<file path="src/rtl/codificador_linhas_registrado_pkg.sv">
// Shared constants and helpers for the registered line encoder.
package codificador_linhas_registrado_pkg;

   localparam int MODE_ONE_HOT  = 0;
   localparam int MODE_PRIORITY = 1;

   // Code 0 is reserved to mean "no line / no event".
   localparam int CODE_NONE = 0;

   // Ceiling log2 usable in constant expressions; clog2(1) = 0.
   function automatic int clog2(input int value);
      int result;
      result = 0;
      for (int i = 0; i < 31; i++) begin
         if ((1 << i) < value) begin
            result = i + 1;
         end
      end
      return result;
   endfunction

endpackage

</file>
<file path="src/rtl/codificador_linhas_registrado_fila.sv">
// Synchronous first-word-fall-through event FIFO. The head word is visible on
// data_o whenever the FIFO is non-empty; data_o reads 0 when empty. A push
// while full is accepted only if a pop happens in the same cycle.
module fila_eventos
   import codificador_linhas_registrado_pkg::*;
#(
   parameter int WIDTH = 3,
   parameter int DEPTH = 4
) (
   input  logic                       clk,
   input  logic                       reset,
   input  logic                       push_i,
   input  logic [WIDTH-1:0]           data_i,
   input  logic                       pop_i,
   output logic [WIDTH-1:0]           data_o,
   output logic                       full_o,
   output logic                       empty_o,
   output logic [$clog2(DEPTH+1)-1:0] level_o
);

   localparam int PTR_W = clog2(DEPTH);
   localparam int LVL_W = $clog2(DEPTH + 1);

   logic [WIDTH-1:0] mem_q [DEPTH];
   logic [PTR_W-1:0] wr_q, wr_d;
   logic [PTR_W-1:0] rd_q, rd_d;
   logic [LVL_W-1:0] count_q, count_d;
   logic             do_push;
   logic             do_pop;

   assign empty_o = (count_q == '0);
   assign full_o  = (count_q == LVL_W'(DEPTH));
   assign level_o = count_q;
   assign data_o  = empty_o ? '0 : mem_q[rd_q];

   assign do_pop  = pop_i && !empty_o;
   assign do_push = push_i && (!full_o || do_pop);

   // Next pointers and occupancy; pointers wrap naturally since DEPTH is a power of 2.
   always_comb begin
      wr_d    = wr_q;
      rd_d    = rd_q;
      count_d = count_q;
      if (do_push) begin
         wr_d = wr_q + PTR_W'(1);
      end
      if (do_pop) begin
         rd_d = rd_q + PTR_W'(1);
      end
      if (do_push && !do_pop) begin
         count_d = count_q + LVL_W'(1);
      end else if (do_pop && !do_push) begin
         count_d = count_q - LVL_W'(1);
      end
   end

   // Pointer and occupancy registers.
   always_ff @(posedge clk) begin
      if (reset) begin
         wr_q    <= '0;
         rd_q    <= '0;
         count_q <= '0;
      end else begin
         wr_q    <= wr_d;
         rd_q    <= rd_d;
         count_q <= count_d;
      end
   end

   // Storage needs no reset: data_o is forced to 0 while empty.
   always_ff @(posedge clk) begin
      if (do_push) begin
         mem_q[wr_q] <= data_i;
      end
   end

endmodule

</file>
<file path="src/rtl/codificador_linhas_registrado.sv">
// Registered line encoder: synchronises and debounces raw lines, encodes each
// newly accepted pattern into a line code and queues it as one event.
module codificador_linhas_registrado
   import codificador_linhas_registrado_pkg::*;
#(
   parameter int N_LINES  = 7,
   parameter int CODE_W   = $clog2(N_LINES + 1),
   parameter int DEBOUNCE = 4,
   parameter int DEPTH    = 4,
   parameter int MODE     = MODE_ONE_HOT
) (
   input  logic                       clk,
   input  logic                       reset,
   input  logic [N_LINES-1:0]         lines_i,
   input  logic                       enable_i,
   input  logic                       clear_i,
   output logic [CODE_W-1:0]          code_o,
   output logic                       valid_o,
   input  logic                       ready_i,
   output logic [$clog2(DEPTH+1)-1:0] level_o,
   output logic                       overflow_o,
   output logic                       invalid_o
);

   localparam int               CNT_W    = clog2(DEBOUNCE + 1);
   localparam logic [CNT_W-1:0] CNT_LAST = CNT_W'(DEBOUNCE - 1);

   logic [N_LINES-1:0] sync1_q, sync2_q;
   logic [N_LINES-1:0] cand_q, cand_d;
   logic [N_LINES-1:0] stable_q, stable_d;
   logic [CNT_W-1:0]   cnt_q, cnt_d;
   logic               overflow_q, overflow_d;
   logic               invalid_q, invalid_d;

   logic               accept;
   logic               multi_hot;
   logic [CODE_W-1:0]  highest;
   logic [CODE_W-1:0]  enc_code;
   logic               push_req;
   logic               pop;
   logic               fifo_full;
   logic               fifo_empty;

   // Two-flop synchroniser on every raw line.
   always_ff @(posedge clk) begin
      if (reset) begin
         sync1_q <= '0;
         sync2_q <= '0;
      end else begin
         sync1_q <= lines_i;
         sync2_q <= sync1_q;
      end
   end

   // Debounce: a new candidate restarts the count, which saturates at DEBOUNCE-1.
   always_comb begin
      cand_d = cand_q;
      cnt_d  = cnt_q;
      if (sync2_q != cand_q) begin
         cand_d = sync2_q;
         cnt_d  = '0;
      end else if (cnt_q < CNT_LAST) begin
         cnt_d = cnt_q + CNT_W'(1);
      end
   end

   // A pattern is accepted once, when it has settled and differs from the last accepted one.
   assign accept   = (sync2_q == cand_q) && (cnt_q == CNT_LAST) && (cand_q != stable_q);
   assign stable_d = accept ? cand_q : stable_q;

   // Encode the candidate: highest set line wins; multi-hot is rejected in one-hot mode.
   always_comb begin
      highest = CODE_W'(CODE_NONE);
      for (int i = 0; i < N_LINES; i++) begin
         if (cand_q[i]) begin
            highest = CODE_W'(i + 1);
         end
      end
      multi_hot = |(cand_q & (cand_q - N_LINES'(1)));
      enc_code  = CODE_W'(CODE_NONE);
      if (cand_q != '0) begin
         if (!multi_hot || (MODE == MODE_PRIORITY)) begin
            enc_code = highest;
         end
      end
   end

   assign push_req  = accept && enable_i && (enc_code != CODE_W'(CODE_NONE));
   assign pop       = valid_o && ready_i;
   assign invalid_d = accept && multi_hot && (MODE == MODE_ONE_HOT);

   // A new drop wins over a simultaneous clear so no overflow is ever lost.
   assign overflow_d = (push_req && fifo_full && !pop) || (overflow_q && !clear_i);

   // Debounce, acceptance and status registers.
   always_ff @(posedge clk) begin
      if (reset) begin
         cand_q     <= '0;
         cnt_q      <= '0;
         stable_q   <= '0;
         overflow_q <= 1'b0;
         invalid_q  <= 1'b0;
      end else begin
         cand_q     <= cand_d;
         cnt_q      <= cnt_d;
         stable_q   <= stable_d;
         overflow_q <= overflow_d;
         invalid_q  <= invalid_d;
      end
   end

   fila_eventos #(
      .WIDTH (CODE_W),
      .DEPTH (DEPTH)
   ) u_fila (
      .clk     (clk),
      .reset   (reset),
      .push_i  (push_req),
      .data_i  (enc_code),
      .pop_i   (pop),
      .data_o  (code_o),
      .full_o  (fifo_full),
      .empty_o (fifo_empty),
      .level_o (level_o)
   );

   assign valid_o    = !fifo_empty;
   assign overflow_o = overflow_q;
   assign invalid_o  = invalid_q;

endmodule

</file>
<file path="config.mk">
export PLATFORM = sky130hd
export DESIGN_NAME = codificador_linhas_registrado
export DESIGN_NICKNAME = d
export VERILOG_FILES = /design/src/rtl/codificador_linhas_registrado_pkg.sv /design/src/rtl/codificador_linhas_registrado_fila.sv /design/src/rtl/codificador_linhas_registrado.sv
export SDC_FILE = /design/constraint.sdc
export NUM_CORES = 1
export LEC_CHECK = 0
export BUFFER_PORTS_ARGS = -buffer_cell sky130_fd_sc_hd__buf_2
export CORE_ASPECT_RATIO = 0.8
export CORE_MARGIN = 4
export CORE_UTILIZATION = 50
export CTS_CLUSTER_SIZE = 8
export DETAILED_ROUTE_END_ITERATION = 6
export GPL_TIMING_DRIVEN = 0
export PLACE_DENSITY_LB_ADDON = 0.1
export SLEW_MARGIN = 20
export SYNTH_ARGS = -nofsm -noshare
export SYNTH_HDL_FRONTEND = slang
export SYNTH_SLANG_ARGS = --single-unit
</file>
<file path="constraint.sdc">
create_clock -name clk -period 2.9 [get_ports clk]
set_input_delay 0.435 -clock clk [delete_from_list [all_inputs] [get_ports clk]]
set_output_delay 0.435 -clock clk [all_outputs]
set_load 0.03 [all_outputs]
</file>
==> results of run 1 <==
[synthesized netlist by cell type, drive strengths merged (5+ instances only)]
library cell / count / area share [%]
clkbuf: 8 / 1.3
ha: 7 / 3.8
buf: 5 / 1.3
nand3: 9 / 1.9
inv: 8 / 1.3
xor2: 8 / 3.0
a21oi: 15 / 3.2
edfxtp: 12 / 15
nor2: 16 / 2.6
o21ai: 12 / 2.7
xnor2: 10 / 3.8
dfxtp: 42 / 36
nand2b: 5 / 1.3
nor2b: 21 / 5.6
and2: 8 / 2.1
[cell type report]
cell class | count | area [um2]
buffer | 11 | 56.3
fill | 363 | 1700
multi-input combinational | 141 | 1060
inverter | 8 | 30.0
timing repair buffer | 24 | 130
clock buffer | 6 | 72.6
clock inverter | 2 | 8.76
sequential | 54 | 1200
tap | 57 | 71.3
[cell families after synthesis]
logic type / share of synthesized area [%]
and+or+nand+nor: 21.0
buffers and inverters: 3.92
adders and majority gates: 4.61
DFF: 51.5
AOI/OAI and AO/OA: 7.94
muxes: 4.24
xor gates and xnor gates: 6.76
[routing by layer]
layer / track usage, % / wire [um]
met5: 0 / 0
met4: 3.69 / 17
met2: 20.8 / 1690
met3: 4.29 / 167
met1: 20.7 / 2060
[stage by stage]
stage	setup WS (ns)	total power [mW]	TNS, ns
after global routing	0.00441	1.75	0
after global placement	-0.0779	1.26	-0.0779
after detailed placement	-0.108	1.27	-0.108
after floorplan	0.185	1.17	0
after CTS	0.00659	1.66	0
final	0.151	1.65	0
[flip-flops by register name, summed over array words and instances (netlist names), named ones only]
| signal | flops |
|---|---|
| u_fila.mem_q | 12 |
| cand_q | 7 |
| stable_q | 7 |
| sync1_q | 7 |
| sync2_q | 7 |
| cnt_q | 3 |
| u_fila.level_o | 3 |
| u_fila.rd_q | 2 |
| u_fila.wr_q | 2 |
| invalid_o | 1 |
| overflow_o | 1 |
[power by group]
| group | internal (mW) | switching (mW) | leakage [nW] |
|---|---|---|---|
| Combinational | 0.159 | 0.258 | 0.506 |
| Sequential | 0.808 | 0.0391 | 0.453 |
| Clock | 0.166 | 0.220 | 0.0426 |
[worst paths after layout]
check,start,end,slack [ns],cells after the start
max,cand_q[4],u_fila.level_o[2],0.15,11
min,lines_i[1],sync1_q[1],0.34,2
max reg2reg,cand_q[4],u_fila.level_o[2],0.15,11
min reg2reg,sync1_q[2],sync2_q[2],0.44,1
[timing repair]
item,4_1_cts,5_1_grt
cloned,0,0
hold endpoints to repair,0,0
resized for setup,1,9
buffers inserted,2,2
pin swaps,2,6
setup endpoints to repair,1,1
==> results.toml, run 1 <==
[status]
status = "complete, no violations"

[synth]
syn_inst = 216
synth-edff-count = 12
synth_fp_nets = 236
syn_avg_cell_area_um2 = 10.8
synthArstFlopShare_pct = 0
ys_seq_area_share_pct = 51.5
yosysUniqueCellTypes = 35
synth_seq_cells = 54
ys_warn_count = 0
synthFlopType = "dfxtp_1"
netlist_area_mm2 = 0.00233

[clock_tree]
htree_levels = 2
clkTransAtPathRegs_ns = 0.09
cts.sinks = 54
clockBufferDepth = 2
root_buffer = "clkbuf_8"
postCtsHoldBufs = 0
numCtsBuffers = 5
clkLatencyLatePin_ns = 0.30
cts_tree = "done"

[worst_setup_path]
critical_path.max_fanout = 8
critPathTopFamily = "simple AND/OR/NAND/NOR gates"
slowest_delay_ns = 0.35
critPathSlowestCell = "nor4_4"
worst_setup_path_end_kind = "flop"
worstSetupPathType = "flop to flop"
start_kind = "flop"
critPathRequiredTime_ns = 3.13
cp_num_buf_inv = 2
worstPathCellList = "buf_6, xor2_2, nor4_4, nand4_4, nor4b_4, ha_2, inv_1, fa_2, xor2_1, or3_1, a21oi_1"
arrival_ns = 2.97

[timing]
max_freq_mhz = 364
maxSlewViolCount = 0
hold_ws_ns = 0.338
min_period_ns = 2.75
setup_viol = 0
fin_skew_ns = 0.00790
relSlewSlack_pct = 32.1
fin_crit_sh_pct = 94.8
finalHoldViolations = 0
rsz0062_at_grt = "no"
tightest_slew_ns = 1.00

[worst_hold_path]
hp-class = "input port to flop"

[global_routing]
grt_pass1_vias = 1440
track_usage_pct = 14.3
grt_max_degree = 16
grt_pass1_wl_mm = 6.80
grt_antenna_before_repair = 0
grt_overflow = 0

[floorplanning]
die_x_um = 84.4
die_area_mm2 = 0.00583
rows = 21
dieHeight_um = 69.1
core_mm2 = 0.00434
start_util_pct = 53.8
io_pins = 21

[finish]
layout-drive-gt1-share_pct = 20.3
layout_common_cells = "dfxtp_1, buf_2, nor2b_1"
design_area_mm2 = 0.00264
diodes = 0
final_nets = 265
final_common_cell = "dfxtp_1"
area_delta_synth_final_pct = 13.0
final_cells = 303
fin_util_pct = 60.8

[detailed_routing]
drt_iter0_drc = 107
drt_wl_total_mm = 3.94
drtPass1Iterations = 4
num_vias = 1534
wire_per_inst_um = 13.0
viasPerCell = 5.06
drc = 0
antenna_left = 0

[pwr]
ir_drop_mv = 0.335
p_leak_nw = 1.00
power_density_mw_per_mm2 = 627

[placement]
place_area_mm2 = 0.00250
gp_congestion = 0.722
post-dp-hpwl_mm = 2.81
place_inst = 293
io_buffers = 20

[job]
cap_violations = 0
(Power assumes the default switching activity.)
==> inputs of run 2 (changes only) <==
--- a/config.mk
+++ b/config.mk
@@ -16,4 +16,5 @@
 export SLEW_MARGIN = 20
 export SYNTH_ARGS = -nofsm -noshare
 export SYNTH_HDL_FRONTEND = slang
+export SYNTH_HIERARCHICAL = 1
 export SYNTH_SLANG_ARGS = --single-unit
==> run 2 against run 1 <==
The run now ends with setup timing left. Critical path type unchanged. Maximum frequency shrank 8.8%. Synthesized cell count up 3.7%. Utilization shrank 1.7 points. Clock power increased by 11%. Final area is 4.4% higher. Hold slack worse by 0.0096 ns.
==> results.toml, run 2 <==
[synth]
synthMuxAreaShare_pct = 4.64
synth_top_area_share_pct = 34.7
ys_top_cells_by_count = "dfxtp_1, nor2b_1, nor2_1, a21oi_1, xor2_1"
synth_fp_nets = 244
synthArstFlopShare_pct = 0
synth-edff-count = 12
yosysUniqueCellTypes = 45
synth_top_cells_by_area = "dfxtp_1, edfxtp_1, nor2b_1, xor2_1, ha_1"
ys_warn_count = 6
synth_top_family_by_area = "simple AND/OR/NAND/NOR gates"
synth_seq_cells = 54
syn_inst = 224
synth-compound-area-share_pct = 8.97
syn_avg_cell_area_um2 = 10.8
synth.largest_area_cell = "dfxtp_1"
synthAdderAreaFrac_pct = 4.44
yosysMostFrequentCell = "dfxtp_1"
synth-xor-area-share_pct = 6.14
synth-simple-area-share_pct = 21.7
ys_seq_area_share_pct = 49.5
synthFlopType = "dfxtp_1"
netlist_area_mm2 = 0.00243

[worst_setup_path]
ff2ff_path_depth = 12
start_kind = "flop"
worst_setup_path_end_kind = "flop"
r2r_slack_ns = -0.12
critPathRequiredTime_ns = 3.15
reg2reg_to = "u_fila/level_o[2]"
arrival_ns = 3.26
r2r_start = "cand_q[4]"
critical_path.max_fanout = 3
worstSetupPathType = "flop to flop"

[finish]
layout_common_cells = "dfxtp_1, nor2b_1, buf_2"
final_nets = 274
layout-drive-gt1-share_pct = 26.3
multi_input_area_mm2 = 0.00114
fin_util_pct = 59.1
top_register = "u_fila/mem_q"
diodes = 0
seqCellArea_mm2 = 0.00121
largest_reg_flops = 12
area_delta_synth_final_pct = 13.4
final_common_cell = "dfxtp_1"
nFillCells = 414

[global_routing]
track_usage_pct = 15.8
grt_max_degree = 19
grt_antenna_before_repair = 0
grt_pass1_vias = 1551
grt_overflow = 0
grt_pass1_wl_mm = 7.51

[placement]
io_buffers = 20
gp_congestion = 0.819
post-dp-hpwl_mm = 3.00
pre_cts_slack_ns = -0.414

[floorplanning]
die_area_mm2 = 0.00604
rows = 22
io_pins = 21
core_mm2 = 0.00465
die_x_um = 85.9
start_util_pct = 52.2
dieHeight_um = 70.3

[timing]
finalHoldViolations = 0
tightest_slew_ns = 0.586
maxSlewViolCount = 0
relSlewSlack_pct = 60.5
fin_skew_ns = 0.00673
fin_crit_sh_pct = 104
min_period_ns = 3.02
setup_ws_ns = -0.116
setup_viol = 1
max_freq_mhz = 332
rsz0062_at_grt = "yes"

[detailed_routing]
drtPass1Iterations = 4
antenna_left = 0
viasPerCell = 5.10
num_vias = 1608
wire_per_inst_um = 13.7
drt_wl_total_mm = 4.31
drc = 0
drt_iter0_drc = 97

[pwr]
p_total_mw = 1.31
p_leak_nw = 1.09
power_density_mw_per_mm2 = 477
ir_drop_mv = 0.294

[clock_tree]
clockBufferDepth = 2
clkLatencyLatePin_ns = 0.31
cts_tree = "done"
postCtsHoldBufs = 0
root_buffer = "clkbuf_8"
cts.sinks = 54
htree_levels = 2
numCtsBuffers = 5
clkTransAtPathRegs_ns = 0.10

[worst_hold_path]
holdCritStartpoint = "lines_i[1]"
whs_endpoint = "sync1_q[1]"
hp-class = "input port to flop"
hold_depth = 2

[status]
violations = "setup timing"
status = "complete, but fails checks"

[job]
cap_violations = 0
## run 2: how the worst max path moves through the flow
stage | start | to | slack, ns | depth (start not counted)
finish | cand_q[4] | u_fila/level_o[2] | -0.12 | 12
global route | cand_q[4] | u_fila/level_o[2] | -0.23 | 11
CTS | cand_q[6] | u_fila/level_o[2] | -0.08 | 11
detailed placement | cand_q[6] | u_fila/level_o[2] | -0.41 | 12
global placement | cand_q[6] | u_fila/level_o[2] | -0.39 | 12
floorplan | cand_q[6] | u_fila/level_o[2] | -0.15 | 12
## run 2: cell type report
| type | instances | share of cell area [%] |
|---|---|---|
| Clock inverter | 3 | 0.819 |
| Inverter | 6 | 0.819 |
| Timing Repair Buffer | 27 | 5.69 |
| Clock buffer | 5 | 2.50 |
| Multi-Input combinational cell | 151 | 41.4 |
| Buffer | 9 | 1.96 |
| Tap cell | 60 | 2.73 |
| Sequential cell | 54 | 44.1 |
## run 2: per-layer routing
layer  GRT usage, %  share of wire [%]  wire [um]
met5              0                  0          0
met4           4.75                1.1         47
met3           3.18                4.5        195
met2           23.0                 43       1840
met1           23.3                 52       2220
## run 2: logic make-up after synthesis
group           after synthesis
compound gates               34
mux                           7
flops                        54
buf+inv                      19
xor+xnor                     17
fa+ha+maj                     8
simple gates                 85
## run 2: timing repair
action                     CTS  global route
gates resized for setup     10             3
setup endpoints to repair    2             1
pin swaps                    6             2
buffers inserted             6             1
hold endpoints to repair     0             0
## run 2: power by group
part	internal (mW)	switching, mW	leakage (nW)
sequential	0.780	0.00834	0.455
combinational	0.0407	0.0532	0.591
clock	0.175	0.255	0.0489
total	0.996	0.316	1.09
## run 2: through the flow
step	setup TNS [ns]	cell area, um2	hold slack [ns]	std cells
after global routing	-0.234	2750	0.314	315
after detailed placement	-0.535	2610	0.421	304
after CTS	-0.0830	2740	0.321	314
after global placement	-0.492	2610	0.418	304
final	-0.116	2750	0.328	315
after floorplan	-0.150	2430	0.414	224
## run 2: worst max-delay path, stage by stage, from the launching register on
cell      delay, ns
dfxtp_4        0.35
or4_4          0.56
buf_6          0.15
a21oi_2        0.10
o311a_1        0.23
nor3b_2        0.17
a21boi_4       0.20
ha_2           0.21
inv_2          0.04
fa_2           0.33
xor2_1         0.16
or3_4          0.33
a21oi_2        0.13
==> inputs of run 3 (changes only) <==
--- a/config.mk
+++ b/config.mk
@@ -8,7 +8,8 @@
 export BUFFER_PORTS_ARGS = -buffer_cell sky130_fd_sc_hd__buf_2
 export CORE_ASPECT_RATIO = 0.8
 export CORE_MARGIN = 4
-export CORE_UTILIZATION = 50
+export CORE_UTILIZATION = 40
+export CTS_CLUSTER_DIAMETER = 40
 export CTS_CLUSTER_SIZE = 8
 export DETAILED_ROUTE_END_ITERATION = 6
 export GPL_TIMING_DRIVEN = 0
==> run 3 against run 2 <==
Setup slack better by 0.042 ns. Final area is 2.8% higher. Sequential power hardly changed. Total power is 6.0% higher. Largest power group unchanged. The run still ends with setup timing left. Sequential share of layout area is 1.2 points lower. Hold slack better by 0.0023 ns. Count of clock-buffer cells in the layout is 1 higher. Wire length is 0.33% lower. Combinational power is 1% higher. Critical path type unchanged. Non-clock buffer count is 3 higher. Via count is 0.56% higher.
==> results.toml, run 3 (synthesized netlist as in run 2, its figures left out) <==
[global_routing]
grt_pass1_wl_mm = 7.45
grt_antenna_before_repair = 0
grt_pass1_vias = 1524
grt_overflow = 0
grt_max_degree = 17
track_usage_pct = 12.9

[timing]
fin_skew_ns = 0.00444
rsz0062_at_grt = "yes"
finalHoldViolations = 0
maxSlewViolCount = 0
setup_viol = 1
setup_ws_ns = -0.0734
fin_crit_sh_pct = 103
max_freq_mhz = 336
min_period_ns = 2.97
tns_ns = -0.0734
relSlewSlack_pct = 61.1
tightest_slew_ns = 0.578

[worst_hold_path]
hold_depth = 2
whs_endpoint = "sync1_q[3]"
holdCritStartpoint = "lines_i[3]"
hp-class = "input port to flop"

[floorplanning]
die_area_mm2 = 0.00738
io_pins = 21
core_mm2 = 0.00588
die_x_um = 95.1
rows = 25
start_util_pct = 41.3
dieHeight_um = 77.7

[clock_tree]
clkTransAtPathRegs_ns = 0.09
numCtsBuffers = 5
cts_tree = "done"
htree_levels = 2
clockBufferDepth = 2
root_buffer = "clkbuf_8"
cts.sinks = 54
clkLatencyLatePin_ns = 0.30

[worst_setup_path]
slowest_delay_ns = 0.57
critPathSlowestCell = "or4_4"
r2r_start = "cand_q[3]"
r2r_slack_ns = -0.07
reg2reg_to = "u_fila/level_o[2]"
ff2ff_path_depth = 11
worst_setup_path_end_kind = "flop"
critical_path.max_fanout = 3
arrival_ns = 3.22
critPathRequiredTime_ns = 3.14
worstPathCellList = "or4_4, nor4b_4, o311a_1, nor3b_4, a21boi_4, ha_2, inv_2, fa_2, xor2_1, or3_4, a21oi_2"
worstSetupPathType = "flop to flop"
start_kind = "flop"

[finish]
fin_util_pct = 48.1
area_delta_synth_final_pct = 16.5
top_register = "u_fila/mem_q"
diodes = 0
layout-drive-gt1-share_pct = 27.1
design_area_mm2 = 0.00283
nFillCells = 604
largest_reg_flops = 12
final_cells = 339
final_common_cell = "dfxtp_1"
layout_common_cells = "dfxtp_1, nor2b_1, buf_2"
final_nets = 277

[pwr]
p_int_mw = 1.09
power_density_mw_per_mm2 = 492
swShare_pct = 21.6
pwr-share-comb_pct = 6.8
p_leak_nw = 1.13
sequentialPowerShare_pct = 56.6
switching_power_uw = 300
p_clk_share_pct = 36.5
ir_drop_mv = 0.290

[status]
status = "complete, but fails checks"
violations = "setup timing"

[placement]
gp_congestion = 0.753
place_area_mm2 = 0.00264
post-dp-hpwl_mm = 3.04
place_inst = 325
io_buffers = 20

[detailed_routing]
viasPerCell = 4.77
drt_wl_total_mm = 4.29
drc = 0
wire_per_inst_um = 12.7
antenna_left = 0
drt_iter0_drc = 51
num_vias = 1617
drtPass1Iterations = 4

[job]
cap_violations = 0
run 3: through the flow:
stage | worst slack (ns) | power [mW] | hold WS, ns
after detailed placement | -0.394 | 0.896 | 0.424
after global placement | -0.409 | 0.896 | 0.419
after global routing | -0.266 | 1.46 | 0.325
final | -0.0734 | 1.39 | 0.330
after CTS | -0.0789 | 1.41 | 0.320
after floorplan | -0.150 | 0.871 | 0.414
run 3: area by class of cell:
type	count	area, um2	share of cell area (%)
flip-flops and latches	54	1210	42.9
multi-input cells	151	1140	40.5
repair buffers	29	168	5.93
well taps	81	101	3.59
clock buffers	6	76.3	2.70
plain buffers	10	65.1	2.30
clock inverters	2	36.3	1.28
inverters	6	22.5	0.797
run 3: power groups by stage:
stage | Combinational [mW] | Clock, mW | Sequential [mW]
4_1_cts | 0.0918 | 0.530 | 0.788
6_report | 0.0949 | 0.508 | 0.788
2_1_floorplan | 0.0668 | 0 | 0.805
3_5_place_dp | 0.0901 | 0 | 0.806
5_1_grt | 0.107 | 0.564 | 0.790
3_3_place_gp | 0.0903 | 0 | 0.806
run 3: timing repair:
action / 4_1_cts / 5_1_grt
gates resized for setup: 7 / 6
buffers inserted: 6 / 3
pin swaps: 5 / 1
hold buffers: 0 / 0
endpoints found under the setup margin: 2 / 1
run 3: worst max path at each step:
stage                    from                 to  cells after the start
floorplan           cand_q[6]  u_fila/level_o[2]                     12
global placement    cand_q[6]  u_fila/level_o[2]                     12
detailed placement  cand_q[6]  u_fila/level_o[2]                     12
CTS                 cand_q[3]  u_fila/level_o[2]                     11
global route        cand_q[3]  u_fila/level_o[2]                     11
finish              cand_q[3]  u_fila/level_o[2]                     11
run 3: worst max-delay path: cells and delay by family, from the launching register on:
family          cells  cell delay [ns]
simple gates        4             1.32
compound gates      3             0.53
fa+ha+maj           2             0.53
flops               1             0.35
xor+xnor            1             0.15
buf+inv             1             0.04
run 3: per-layer routing:
layer / wire length (um) / GRT usage, % / up-vias
li1: - / - / 838
met1: 2270 / 18.8 / 748
met2: 1780 / 18.3 / 25
met3: 191 / 4.07 / 6
met4: 51 / 3.60 / 0
met5: 0 / 0 / -
